File: src/rtl/dmem_write_buffer_pkg.sv
// Shared types and sizing helpers for the data-memory posted-write buffer.
// Drain FSM encodings and the count-width rule live here so the store and top agree.
package dmem_write_buffer_pkg;

    localparam int WBF_DEPTH_DEFAULT = 4;
    localparam int WBF_AW_DEFAULT    = 16;
    localparam int WBF_DW_DEFAULT    = 16;

    typedef enum logic [0:0] {
        WBF_IDLE  = 1'b0,
        WBF_WRITE = 1'b1
    } wbf_state_t;

    // The count must be able to hold DEPTH itself, not just DEPTH-1.
    function automatic int wbf_count_width(input int depth);
        return $clog2(depth) + 1;
    endfunction

endpackage

File: src/rtl/dmem_write_buffer_store.sv
// Entry storage for the write buffer: circular array with valid bits, head/tail
// pointers, and a youngest-match address search used for load forwarding.
module wbuf_store #(
    parameter int DEPTH = 4,
    parameter int AW    = 16,
    parameter int DW    = 16
) (
    input  logic          clock,
    input  logic          reset,
    input  logic          push,
    input  logic          pop,
    input  logic [AW-1:0] push_addr,
    input  logic [DW-1:0] push_data,
    input  logic [AW-1:0] lookup_addr,
    output logic [AW-1:0] head_addr,
    output logic [DW-1:0] head_data,
    output logic          hit,
    output logic [DW-1:0] hit_data
);

    localparam int PW = $clog2(DEPTH);

    logic [AW-1:0]    addr_q [DEPTH];
    logic [DW-1:0]    data_q [DEPTH];
    logic [DEPTH-1:0] valid_q;
    logic [PW-1:0]    head_q;
    logic [PW-1:0]    tail_q;
    logic [PW-1:0]    idx;

    always_ff @(posedge clock or posedge reset) begin
        if (reset) begin
            valid_q <= '0;
            head_q  <= '0;
            tail_q  <= '0;
        end else begin
            if (pop) begin
                valid_q[head_q] <= 1'b0;
                head_q          <= head_q + PW'(1);
            end
            if (push) begin
                valid_q[tail_q] <= 1'b1;
                tail_q          <= tail_q + PW'(1);
            end
        end
    end

    // Payload needs no reset: valid bits alone decide whether an entry exists.
    always_ff @(posedge clock) begin
        if (push) begin
            addr_q[tail_q] <= push_addr;
            data_q[tail_q] <= push_data;
        end
    end

    assign head_addr = addr_q[head_q];
    assign head_data = data_q[head_q];

    // Walk from oldest (furthest behind tail) to youngest so the youngest match wins.
    always_comb begin
        hit      = 1'b0;
        hit_data = '0;
        idx      = '0;
        for (int k = DEPTH - 1; k >= 0; k--) begin
            idx = tail_q - PW'(k) - PW'(1);
            if (valid_q[idx] && (addr_q[idx] == lookup_addr)) begin
                hit      = 1'b1;
                hit_data = data_q[idx];
            end
        end
    end

endmodule

File: src/rtl/dmem_write_buffer.sv
// Posted-write buffer between the PCPU data port and slow data RAM: absorbs stores,
// drains them over a req/ack port, forwards buffered data to loads, supports flush.
module dmem_write_buffer
    import dmem_write_buffer_pkg::*;
#(
    parameter int DEPTH = WBF_DEPTH_DEFAULT,
    parameter int AW    = WBF_AW_DEFAULT,
    parameter int DW    = WBF_DW_DEFAULT
) (
    input  logic          clock,
    input  logic          reset,
    input  logic [AW-1:0] d_addr,
    input  logic [DW-1:0] d_dataout,
    input  logic          d_we,
    output logic [DW-1:0] d_datain,
    output logic          stall,
    input  logic          flush,
    output logic          flush_done,
    output logic          empty,
    output logic [AW-1:0] mem_raddr,
    input  logic [DW-1:0] mem_rdata,
    output logic          mem_wreq,
    output logic [AW-1:0] mem_waddr,
    output logic [DW-1:0] mem_wdata,
    input  logic          mem_wack,
    output wbf_state_t    fsm_state
);

    localparam int CW = wbf_count_width(DEPTH);

    wbf_state_t    state_q, state_d;
    logic [CW-1:0] count_q, count_d;
    logic          flush_pending_q, flush_pending_d;
    logic          flush_done_q;
    logic          push, pop;
    logic [AW-1:0] head_addr;
    logic [DW-1:0] head_data;
    logic          hit;
    logic [DW-1:0] hit_data;

    // Stall looks only at registered count: a pop on a full cycle frees nothing yet.
    assign stall = d_we && ((count_q == CW'(DEPTH)) || flush_pending_q);
    assign push  = d_we && !stall;
    assign pop   = (state_q == WBF_WRITE) && mem_wack;

    wbuf_store #(
        .DEPTH (DEPTH),
        .AW    (AW),
        .DW    (DW)
    ) u_store (
        .clock       (clock),
        .reset       (reset),
        .push        (push),
        .pop         (pop),
        .push_addr   (d_addr),
        .push_data   (d_dataout),
        .lookup_addr (d_addr),
        .head_addr   (head_addr),
        .head_data   (head_data),
        .hit         (hit),
        .hit_data    (hit_data)
    );

    always_comb begin
        count_d = count_q;
        if (push && !pop) begin
            count_d = count_q + CW'(1);
        end else if (pop && !push) begin
            count_d = count_q - CW'(1);
        end
    end

    always_comb begin
        state_d = state_q;
        unique case (state_q)
            WBF_IDLE:  if (count_q != '0) state_d = WBF_WRITE;
            WBF_WRITE: if (pop && (count_d == '0)) state_d = WBF_IDLE;
            default:   state_d = WBF_IDLE;
        endcase
    end

    // Clearing wins over a held flush so a held request produces separate pulses.
    always_comb begin
        flush_pending_d = flush_pending_q;
        if (flush_pending_q && (count_q == '0)) begin
            flush_pending_d = 1'b0;
        end else if (flush) begin
            flush_pending_d = 1'b1;
        end
    end

    always_ff @(posedge clock or posedge reset) begin
        if (reset) begin
            state_q         <= WBF_IDLE;
            count_q         <= '0;
            flush_pending_q <= 1'b0;
            flush_done_q    <= 1'b0;
        end else begin
            state_q         <= state_d;
            count_q         <= count_d;
            flush_pending_q <= flush_pending_d;
            flush_done_q    <= flush_pending_q && (count_q == '0);
        end
    end

    // Write port: mem_wreq high holds addr/data stable; an edge with mem_wack high
    // completes the transfer of the head entry. mem_wack outside WRITE is ignored.
    assign mem_wreq   = (state_q == WBF_WRITE);
    assign mem_waddr  = mem_wreq ? head_addr : '0;
    assign mem_wdata  = mem_wreq ? head_data : '0;
    assign mem_raddr  = d_addr;
    assign d_datain   = hit ? hit_data : mem_rdata;
    assign empty      = (count_q == '0);
    assign flush_done = flush_done_q;
    assign fsm_state  = state_q;

endmodule
File: config.mk
export PLATFORM = sky130hd
export DESIGN_NAME = dmem_write_buffer
export DESIGN_NICKNAME = d
export VERILOG_FILES = /design/src/rtl/dmem_write_buffer_pkg.sv /design/src/rtl/dmem_write_buffer_store.sv /design/src/rtl/dmem_write_buffer.sv
export SDC_FILE = /design/constraint.sdc
export NUM_CORES = 1
export LEC_CHECK = 0
export ABC_AREA = 1
export CORE_MARGIN = 2
export CORE_UTILIZATION = 56
export CTS_BUF_LIST = sky130_fd_sc_hd__clkbuf_4
export DETAILED_ROUTE_END_ITERATION = 8
export GPL_TIMING_DRIVEN = 0
export HOLD_SLACK_MARGIN = 0.1
export PLACE_DENSITY = 0.79
export REMOVE_ABC_BUFFERS = 1
export SKIP_LAST_GASP = 1
export SYNTH_ARGS = -nofsm -noshare
export SYNTH_HDL_FRONTEND = slang
export SYNTH_SLANG_ARGS = --single-unit
File: constraint.sdc
create_clock -name clock -period 8.4 [get_ports clock]
set_clock_uncertainty 0.15 [all_clocks]
set_input_delay 1.68 -clock clock [delete_from_list [all_inputs] [get_ports clock]]
set_output_delay 1.68 -clock clock [all_outputs]
set_load 0.005 [all_outputs]
=== Yosys cells after proc, flatten, opt, wreduce, memory -nomap -nowiden ===
Memories as Yosys holds them, arrays and structs flattened.
Index checks and enable logic that the tools add are counted.

* Logic and storage cells: 91
* Bits in writable memories: 128
* Register bits after elaboration: 14
* Memories: 2

* Add/subtract/negate cells: 10
* Reductions and logical operators: 21
* Order comparisons: 8
* Eq/ne operators: 5
* Bitwise operators: 4
* Muxes and demuxes: 34

{| class="wikitable"
|+ Memories
! memory !! depth !! bits a word !! rd ports !! clocked after Yosys merged registers in !! wr ports !! line !! RTL
|-
| u_store.addr_q || 4 || 16 || 5 || 0 || 1 || dmem_write_buffer_store.sv:23 || <nowiki>logic [AW-1:0] addr_q [DEPTH];</nowiki>
|-
| u_store.data_q || 4 || 16 || 5 || 0 || 1 || dmem_write_buffer_store.sv:24 || <nowiki>logic [DW-1:0] data_q [DEPTH];</nowiki>
|}

{| class="wikitable"
|+ Operator list
! operator !! number
|-
| 16-bit 2-to-1 mux || 7
|-
| 16-bit == test || 4
|-
| 2-bit by 3-bit less-than comparator with 1-bit output, second input constant || 6
|-
| 1-bit 2-to-1 mux || 16
|-
| 1-bit logical AND || 13
|-
| 1-bit binary-select mux with 2-bit select || 4
|-
| 4-bit 2-to-1 mux || 2
|-
| 2-bit by 1-bit subtractor with 2-bit output, second input constant || 4
|-
| 3-bit zero test || 2
|-
| 3-bit 2-to-1 mux || 2
|-
| 2-bit by 1-bit adder with 2-bit output, second input constant || 2
|-
| 4-bit bitwise AND || 1
|-
| 1-bit demux with 2-bit select || 2
|-
| 2-bit by 1-bit greater-or-equal comparator with 1-bit output, second input constant || 2
|-
| 4-bit inverter || 1
|-
| 4-bit bitwise OR || 1
|-
| 2-bit subtractor, second input constant || 2
|-
| 3-bit by 1-bit adder with 3-bit output, second input constant || 1
|-
| 3-bit == test, second input constant || 1
|-
| 1-bit zero test || 3
|-
| 3-bit nonzero test || 1
|-
| 3-bit by 1-bit subtractor with 3-bit output, second input constant || 1
|-
| 1-bit case mux with 2 select lines || 1
|-
| 2-bit nonzero test || 1
|-
| other kinds (2) || 2
|}

=== Depth between registers and ports, before layout ===
Gate-level depths: netlist of the first run.

* Depth in word-level cells: 13
* Depth in mapped cells: 26
* Mapped depth without buffers: 19

=== Cells and area by module ===
From an unflattened synthesis of the first run, not the netlist that was laid out.

* Cell total of the unflattened synthesis: 1602
* Area total of the unflattened synthesis: 11129.4 µm²

{| class="wikitable"
|+ By module, submodules not included
! module !! cells each !! instances !! area an instance (µm²) !! seq. area each (µm²)
|-
| wbuf_store || 1451 || 1 || 10143.5 || 4043.9
|-
| dmem_write_buffer || 151 || 1 || 985.9 || 150.1
|}

=== Least setup slack after synthesis of the first run ===
OpenSTA, ideal clock, no wires.

* Path kind: register to output
* Start: register u_store.tail_q[0]
* End: output port d_datain[5]
* Required time: 6.570 ns
* Path slack: 3.399 ns
* Stages on the path, launching flop included: 24
* Data arrival time: 3.171 ns
* Path buffers: 7
* Cells stage by stage: dfrtp_1 -> inv_2 -> buf_6 -> buf_2 -> buf_2 -> buf_1 -> ha_1 -> buf_4 -> inv_4 -> nand2_1 -> nand2_1 -> buf_4 -> nand2_1 -> nand2_1 -> xor2_1 -> nand2_1 -> nor2_2 -> nand3_2 -> buf_2 -> nor2_1 -> nor2_1 -> nand2_1 -> nand2_1 -> nand2_1

{| class="wikitable"
|+ RTL lines
! element !! line !! RTL
|-
| from (decl) || dmem_write_buffer_store.sv:27 || <nowiki>logic [PW-1:0] tail_q;</nowiki>
|-
| from (signal assigned) || dmem_write_buffer_store.sv:42 || <nowiki>tail_q <= tail_q + PW'(1);</nowiki>
|-
| 2-bit by 1-bit subtractor with 2-bit output (*) || dmem_write_buffer_store.sv:64 || <nowiki>idx = tail_q - PW'(k) - PW'(1);</nowiki>
|-
| via u_store.idx[0] || dmem_write_buffer_store.sv:28 || <nowiki>logic [PW-1:0] idx;</nowiki>
|-
| 2-bit by 1-bit subtractor with 2-bit output || dmem_write_buffer_store.sv:64 ||
|-
| memory read 4 x 16 bit or 1-bit binary-select mux with 2-bit select (tied branches) || - ||
|-
| 16-bit == test or 1-bit 2-to-1 mux (tied branches) || dmem_write_buffer_store.sv:65 || <nowiki>if (valid_q[idx] && (addr_q[idx] == lookup_addr)) begin</nowiki>
|-
| 1-bit logical AND || dmem_write_buffer_store.sv:65 ||
|-
| 16-bit 2-to-1 mux or 1-bit 2-to-1 mux (tied branches) (2 in series) || dmem_write_buffer_store.sv:65 ||
|-
| 16-bit 2-to-1 mux (*) || dmem_write_buffer.sv:112 || <nowiki>assign d_datain = hit ? hit_data : mem_rdata;</nowiki>
|-
| to (decl) || dmem_write_buffer.sv:15 || <nowiki>output logic [DW-1:0] d_datain,</nowiki>
|}

The timed path passes the listed nets; every way through them passes the cells marked *. The select of a mux whose other input is x is not followed.

=== Worst setup path after layout of the first run ===
* Start: register u_store.tail_q[0]
* End: output port d_datain[12]

* Cells in the longest elaborated chain, start to end: 10

{| class="wikitable"
|+ Ends and longest elaborated chain
! element !! line
|-
| 2-bit subtractor || dmem_write_buffer_store.sv:64
|-
| 2-bit by 1-bit subtractor with 2-bit output || dmem_write_buffer_store.sv:64
|-
| memory read 4 x 16 bit or 1-bit binary-select mux with 2-bit select (tied branches) || -
|-
| 16-bit == test or 1-bit 2-to-1 mux (tied branches) || dmem_write_buffer_store.sv:65
|-
| 1-bit logical AND || dmem_write_buffer_store.sv:65
|-
| 16-bit 2-to-1 mux or 1-bit 2-to-1 mux (tied branches) (4 in series) || dmem_write_buffer_store.sv:65
|-
| 16-bit 2-to-1 mux (*) || dmem_write_buffer.sv:112
|}

Mark *: on every way between the ends. The rest lies on a longest branch, timed or not. The select of a mux whose other input is x is not followed.

==> parameters.txt, run 1 <==
Parameter                              Value

Status
  Outcome ... finished clean

Logic synthesis
  Cell variety after synth ... 33
  Leading cell types by total area after synthesis ... sky130_fd_sc_hd__edfxtp_1, sky130_fd_sc_hd__nand2_1, sky130_fd_sc_hd__o21ai_0
  Cell type contributing the most total cell area after synthesis ... sky130_fd_sc_hd__edfxtp_1
  Top-area cell type share of the netlist area ... 35.0%
  Cell area after synthesis ... 11000 µm²
  Cells after synthesis ... ~1600
  Number of flops mapped to enable cells by yosys ... 128
  Register area share after synthesis ... 38.1%
  Share of flip-flops with an asynchronous set or reset after synthesis ... under 10%
  Synthesis warning total ... 0
  Most used flip-flop cell after synthesis ... sky130_fd_sc_hd__edfxtp_1
  Post-synthesis area per instance ... 6.70 µm²
  Synthesized flop and latch total ... 142

Setup path
  Launch point of the worst reg-to-reg path ... u_store.tail_q[0]$_DFFE_PP0P_
  Type of element capturing the critical path ... output pin
  Critical path data arrival time ... just over 6000 ps
  Max FO, Critical Path ... 97
  Beginning of the critical path ... u_store.tail_q[0]$_DFFE_PP0P_
  Worst endpoint required time ... 6570 ps
  Critical Path Source Type ... register
  Worst r2r path cells ... 6
  Critical path start-end classification ... reg -> out

Clock network
  TritonCTS clock tree ... yes
  Count of hold buffers inserted by post-cts repair ... 0
  TritonCTS sink count ... approximately 140
  Clock root buffer master ... sky130_fd_sc_hd__clkbuf_4
  Bufs on Longest Clock Path ... 2
  Clock buffer count from CTS ... 17
  Clk Latency, worst-skew pair ... 570 ps
  CTS clock-pin slew for the worst setup and hold paths ... ~120 ps
  Max H-tree Level ... 4

Power
  Peak supply drop ... around 390 µV
  Standby leakage power ... 5.58 nW
  Cell Pwr Density ... 355 nW/µm²

Floorplan
  Die Ht ... 144 µm
  Number of placement rows ... between 50 and 60
  Area enclosed by the die boundary ... 20800 µm²
  Io pins ... 122
  Overall die width ... 144 µm
  Core Area ... 19300 µm²
  Effective utilization at floorplan ... 56.9%

STA
  Transition time of the tightest slew-check pin ... 1060 ps
  Final slew viol count ... 0
  Worst hold slack ... around 380 ps
  Final hold violations ... 0
  Final worst path period need ... 7980 ps
  Worst rel slew slack ... 29.2%
  Period Utilization, post-route ... between 90 and 100%
  Final count of negative-setup-slack endpoints ... 0
  Unrepaired setup endpoints after global routing ... false
  Maximum operating frequency ... 125 MHz

Route
  Total wire length ... 30.3 mm
  Final ANT Viol Nets ... 0
  Post-detailed-route wirelength per cell ... 15.5 µm
  Initial DRC Count ... 910
  # DRC ... 0
  Total via count in the routed design ... 11036
  Post-DR vias/cell ... 5.63
  Pre-antenna DRT Iters ... 5

Cells and area
  Post-Layout Inst Area ... 12600 µm²
  Synthesis-to-finish area growth ... 14.2%
  Number of fill cells in the layout ... between 1500 and 2000
  Most common cell after layout, fill and taps aside ... sky130_fd_sc_hd__nand2_1
  Leading cell types in the layout, fill and taps excluded ... sky130_fd_sc_hd__nand2_1, sky130_fd_sc_hd__o21ai_0, sky130_fd_sc_hd__inv_1, sky130_fd_sc_hd__edfxtp_1, sky130_fd_sc_hd__nor2_1
  Final-stage net count ... 1745
  Final cell count without fillers ... 1960
  Fraction of layout cells with a size suffix above 1 ... 4.07%
  Multi-input gate area in the final layout ... 5670 µm²
  Area used by sequential logic in the layout ... 4200 µm²

Placement
  Global placer's final weighted congestion ... 0.891
  Detailed-placement wirelength estimate ... 18.7 mm
  Area of placed instances ... about 12000 µm²
  Cell Count Post-Placement ... about 1900
  Number of input and output port buffers inserted ... 121

Global route
  Leftover overflow at the end of global routing ... 0
  Wire length of the first global-routing pass ... 48.2 mm
  Antenna violations before repair ... 1
  Combined global-route utilization of all metal layers ... ~30%
  Number of global-route vias before repair ... 9991
  Largest net degree at the start of global routing ... 98

Run
  Maxcap violations ... 0

Min path
  Start point of the worst min-delay path ... flush_pending_q$_DFFE_PP0P_
  Cell depth of the worst min-delay path ... 2
  HP Class ... reg -> reg
## where the power goes
part	leakage, nW	internal (mW)	switching [mW]
Combinational	4.09	1.09	1.90
Sequential	1.32	0.852	0.121
Clock	0.163	0.234	0.251
Total	5.58	2.18	2.27
## through the flow
stage | total power [mW] | TNS (ps) | util, % | setup WS, ps
floorplan | 2.84 | -25410 | - | -1590
detailed placement | 3.92 | 0 | 63.2 | 511
finish | 4.45 | 0 | 65.0 | 417
global placement | 3.80 | -110120 | 61.7 | -6730
global route | 4.86 | 0 | 65.0 | 66.0
CTS | 4.41 | 0 | 64.8 | 24.1
## final timing paths
path                                                 end  slack (ps)
max in group asynchronous  u_store.head_q[0]$_DFFE_PP0P_        6380
setup reg to reg           u_store.tail_q[1]$_DFFE_PP0P_        5300
hold / removal               flush_pending_q$_DFFE_PP0P_         380
setup / recovery                            d_datain[12]         420
min in group asynchronous   u_store.valid_q[2]$_DFF_PP0_        1290
hold reg to reg              flush_pending_q$_DFFE_PP0P_         380
## cells by family after synthesis
group	after synthesis	share of synthesized area (%)
flops	142	38.1
fa+ha+maj	11	1.25
xor+xnor	13	1.04
compound gates	311	15.4
mux	1	0.0910
buf+inv	259	10.6
simple gates	904	33.5
## Yosys cell counts (2+ instances only)
library cell / count
sky130_fd_sc_hd__nand4_1: 22
sky130_fd_sc_hd__inv_2: 3
sky130_fd_sc_hd__buf_1: 12
sky130_fd_sc_hd__nor2_4: 5
sky130_fd_sc_hd__xor2_1: 13
sky130_fd_sc_hd__ha_1: 11
sky130_fd_sc_hd__edfxtp_1: 128
sky130_fd_sc_hd__nand3_2: 2
sky130_fd_sc_hd__buf_6: 9
sky130_fd_sc_hd__nor2_2: 3
sky130_fd_sc_hd__nor2_1: 129
sky130_fd_sc_hd__or2_2: 2
sky130_fd_sc_hd__nand3_1: 122
sky130_fd_sc_hd__o211ai_1: 49
sky130_fd_sc_hd__a21oi_1: 64
sky130_fd_sc_hd__o21ai_1: 11
sky130_fd_sc_hd__o21ai_0: 183
sky130_fd_sc_hd__clkbuf_1: 45
sky130_fd_sc_hd__dfrtp_1: 14
sky130_fd_sc_hd__nand2_1: 615
sky130_fd_sc_hd__buf_2: 18
sky130_fd_sc_hd__buf_4: 28
sky130_fd_sc_hd__inv_1: 143
## flip-flops by register name, indices dropped and copies added, names as in the netlist
| register | cells |
|---|---|
| u_store.head_q | 2 |
| flush_done | 1 |
| flush_pending_q | 1 |
| fsm_state | 1 |
| u_store.addr_q | 64 |
| count_q | 3 |
| u_store.valid_q | 4 |
| u_store.tail_q | 2 |
| u_store.data_q | 64 |
## area by class of cell
cell class	instances	share of cell area (%)
sequential	142	33.5
timing repair buffer	133	11.8
clock inverter	14	1.38
tap	265	2.64
antenna	1	0.0199
multi-input combinational	1240	45.1
inverter	147	4.47
clock buffer	18	1.08
## what timing repair did
| action | in CTS | in global routing |
|---|---|---|
| resized for setup | 1 | 2 |
| setup endpoints to repair | 16 | 16 |
| setup buffers | 0 | 1 |
| hold endpoints to repair | 0 | 0 |
## metal layers
layer	share of wire (%)	GRT usage, %	vias to the layer above	wire length [µm]
met2	47	49.9	521	14300
met5	0	0	-	0
met1	41	37.9	4987	12600
met4	2.6	12.4	0	775
li1	-	-	5460	-
met3	8.9	4.67	68	2700
## worst max-delay path, cell delays in order (launching register included)
cell and delay, ps:
sky130_fd_sc_hd__dfrtp_4 700, sky130_fd_sc_hd__inv_4 300, sky130_fd_sc_hd__buf_16 370, sky130_fd_sc_hd__ha_2 540, sky130_fd_sc_hd__buf_12 280, sky130_fd_sc_hd__inv_8 350
sky130_fd_sc_hd__nand2_1 130, sky130_fd_sc_hd__nand2_2 300, sky130_fd_sc_hd__buf_12 270, sky130_fd_sc_hd__nand2_1 110, sky130_fd_sc_hd__nand2_1 70, sky130_fd_sc_hd__nand2_1 50
sky130_fd_sc_hd__nand2_1 70, sky130_fd_sc_hd__nor2_1 50, sky130_fd_sc_hd__nand2_1 110, sky130_fd_sc_hd__nor2_2 70, sky130_fd_sc_hd__nand3_2 360, sky130_fd_sc_hd__nand2_1 170
sky130_fd_sc_hd__nor2_4 470, sky130_fd_sc_hd__nand2_1 100, sky130_fd_sc_hd__nand2_1 90, sky130_fd_sc_hd__clkdlybuf4s50_1 500
(Power assumes the default switching activity.)
==> run 2, diff against run 1 <==
- CORE_ASPECT_RATIO: unset -> 1.5
- TNS_END_PERCENT: unset -> 5
==> run 2 against run 1 <==
Effect of this change:
- count of clock-buffer cells in the layout increased by 1
- critical path type unchanged
- largest power group unchanged
- power shrank 0.24%
- flip-flop and latch count unchanged
- sequential power up 1%
- critical endpoint is now d_datain[11]
==> parameters.txt, run 2 (synthesis results as in run 1) <==
Parameter                              Value

Clock network
  TritonCTS clock tree ... yes
  Clock buffer count from CTS ... 17
  Clk Latency, worst-skew pair ... 570 ps
  Count of hold buffers inserted by post-cts repair ... 0
  Max H-tree Level ... 4
  Clock root buffer master ... sky130_fd_sc_hd__clkbuf_4
  Bufs on Longest Clock Path ... 2
  CTS clock-pin slew for the worst setup and hold paths ... between 100 and 150 ps
  TritonCTS sink count ... 142

Cells and area
  Biggest registers after layout ... u_store.addr_q: 64 flops, u_store.data_q: 64 flops, u_store.valid_q: 4 flops
  Post-Layout Inst Area ... 12600 µm²
  Fraction of layout cells with a size suffix above 1 ... 4.48%
  Synthesis-to-finish area growth ... 14.3%
  Most common cell after layout, fill and taps aside ... sky130_fd_sc_hd__nand2_1
  Final-stage net count ... 1748
  Share of the core filled with cells ... between 60 and 70%
  Leading cell types in the layout, fill and taps excluded ... sky130_fd_sc_hd__nand2_1, sky130_fd_sc_hd__o21ai_0, sky130_fd_sc_hd__inv_1, sky130_fd_sc_hd__edfxtp_1, sky130_fd_sc_hd__nor2_1

Route
  Post-DR vias/cell ... 5.72
  # DRC ... 0
  Final ANT Viol Nets ... 0
  Pre-antenna DRT Iters ... 6
  Total via count in the routed design ... 11169
  Total wire length ... 31.3 mm
  Initial DRC Count ... 1079
  Post-detailed-route wirelength per cell ... 16.0 µm

Power
  Standby leakage power ... 5.57 nW
  Cell Pwr Density ... 353 nW/µm²
  Power after layout ... 4.44 mW
  Peak supply drop ... 459 µV

Setup path
  Critical Path Source Type ... register
  Setup slack of the most critical reg-to-reg path ... 5010 ps
  Worst r2r path cells ... 7
  Type of element capturing the critical path ... output pin
  Worst endpoint required time ... 6570 ps
  Critical path data arrival time ... 6230 ps
  Max FO, Critical Path ... between 100 and 150
  Critical path start-end classification ... reg -> out

Run
  Maxcap violations ... 0

STA
  Period Utilization, post-route ... between 90% and 100%
  Maximum operating frequency ... 124 MHz
  Setup WS post-layout ... 340 ps
  Unrepaired setup endpoints after global routing ... false
  Final hold violations ... 0
  Worst rel slew slack ... between 30% and 40%
  Final worst path period need ... 8060 ps
  Aggregate negative setup slack ... 0 ps
  Final count of negative-setup-slack endpoints ... 0
  Transition time of the tightest slew-check pin ... around 1000 ps
  Final slew viol count ... 0

Placement
  Detailed-placement wirelength estimate ... slightly below 20 mm
  Number of input and output port buffers inserted ... 121
  Global placer's final weighted congestion ... between 0.8 and 0.9
  Worst slack at placement ... 172 ps
  Area of placed instances ... 12200 µm²

Floorplan
  Die Ht ... ~180 µm
  Overall die width ... around 120 µm
  Number of placement rows ... between 60 and 70
  Effective utilization at floorplan ... 57.2%
  Core Area ... 19200 µm²
  Area enclosed by the die boundary ... 20800 µm²
  Io pins ... around 120

Global route
  Wire length of the first global-routing pass ... 49.4 mm
  Largest net degree at the start of global routing ... 109
  Leftover overflow at the end of global routing ... 0
  Combined global-route utilization of all metal layers ... between 20% and 30%
  Number of global-route vias before repair ... 10416
  Antenna violations before repair ... 1

Min path
  HP Class ... reg -> reg
  Cell depth of the worst min-delay path ... 2

Status
  Outcome ... finished clean
==> run 2: repair_timing <==
item,in CTS,in global routing
pin swaps,1,0
buffers inserted,3,1
endpoints found under the setup margin,16,16
gates resized for setup,2,3
==> run 2: area by class of cell <==
| class | count | area, µm² |
|---|---|---|
| diodes | 1 | 2.50 |
| clock buffers | 19 | 143 |
| clock inverters | 13 | 141 |
| fillers | 1766 | 6670 |
| inverters | 147 | 564 |
| multi-input cells | 1240 | 5680 |
| flip-flops and latches | 142 | 4200 |
| well taps | 256 | 320 |
| repair buffers | 136 | 1520 |
==> run 2: worst max-delay path, cell delays in order, from the launching register on <==
cell                              delay (ps)
sky130_fd_sc_hd__dfrtp_4                 670
sky130_fd_sc_hd__buf_16                  310
sky130_fd_sc_hd__inv_6                   360
sky130_fd_sc_hd__buf_16                  290
sky130_fd_sc_hd__ha_2                    510
sky130_fd_sc_hd__buf_12                  270
sky130_fd_sc_hd__inv_8                   390
sky130_fd_sc_hd__nand2_1                 130
sky130_fd_sc_hd__nand2_2                 250
sky130_fd_sc_hd__buf_12                  270
sky130_fd_sc_hd__nand2_1                 120
sky130_fd_sc_hd__nand2_1                 100
sky130_fd_sc_hd__xor2_1                  160
sky130_fd_sc_hd__nand2_1                  80
sky130_fd_sc_hd__nor2_2                  250
sky130_fd_sc_hd__nand2_1                 150
sky130_fd_sc_hd__nor2_4                  430
sky130_fd_sc_hd__nor2_1                  100
sky130_fd_sc_hd__nand2_1                  70
sky130_fd_sc_hd__nand2_1                  50
sky130_fd_sc_hd__nand2_1                  60
sky130_fd_sc_hd__nand2_1                  60
sky130_fd_sc_hd__clkdlybuf4s50_1         450
==> run 2: path summary, 6_finish.rpt <==
kind	from	to
worst min register to register	flush_pending_q$_DFFE_PP0P_	flush_pending_q$_DFFE_PP0P_
worst min-delay path	flush_pending_q$_DFFE_PP0P_	flush_pending_q$_DFFE_PP0P_
max in group asynchronous	reset	u_store.tail_q[0]$_DFFE_PP0P_
worst max register to register	u_store.tail_q[0]$_DFFE_PP0P_	u_store.tail_q[1]$_DFFE_PP0P_
worst max-delay path	u_store.tail_q[0]$_DFFE_PP0P_	d_datain[11]
min in group asynchronous	reset	u_store.head_q[0]$_DFFE_PP0P_
==> run 2: routing by layer <==
| layer | share of wire [%] | global-route usage, % | wire, µm | vias up |
|---|---|---|---|---|
| met4 | 4.5 | 16.6 | 1420 | 0 |
| met2 | 50 | 53.4 | 15500 | 562 |
| li1 | - | - | - | 5470 |
| met3 | 8.5 | 4.06 | 2660 | 115 |
| met1 | 37 | 33.8 | 11700 | 5022 |
| met5 | 0 | 0 | 0 | - |
==> run 2: stage by stage <==
stage               cells  hold slack, ps
floorplan            1529             303
detailed placement   1917             332
CTS                  1952             364
global placement     1906             321
global route         1954             414
finish               1954             359
==> run 2: where the power goes <==
part,internal (mW),total [mW],switching (mW)
Sequential,0.851,0.984,0.132
Combinational,1.09,3.00,1.91
Clock,0.184,0.456,0.273
Total,2.13,4.44,2.32
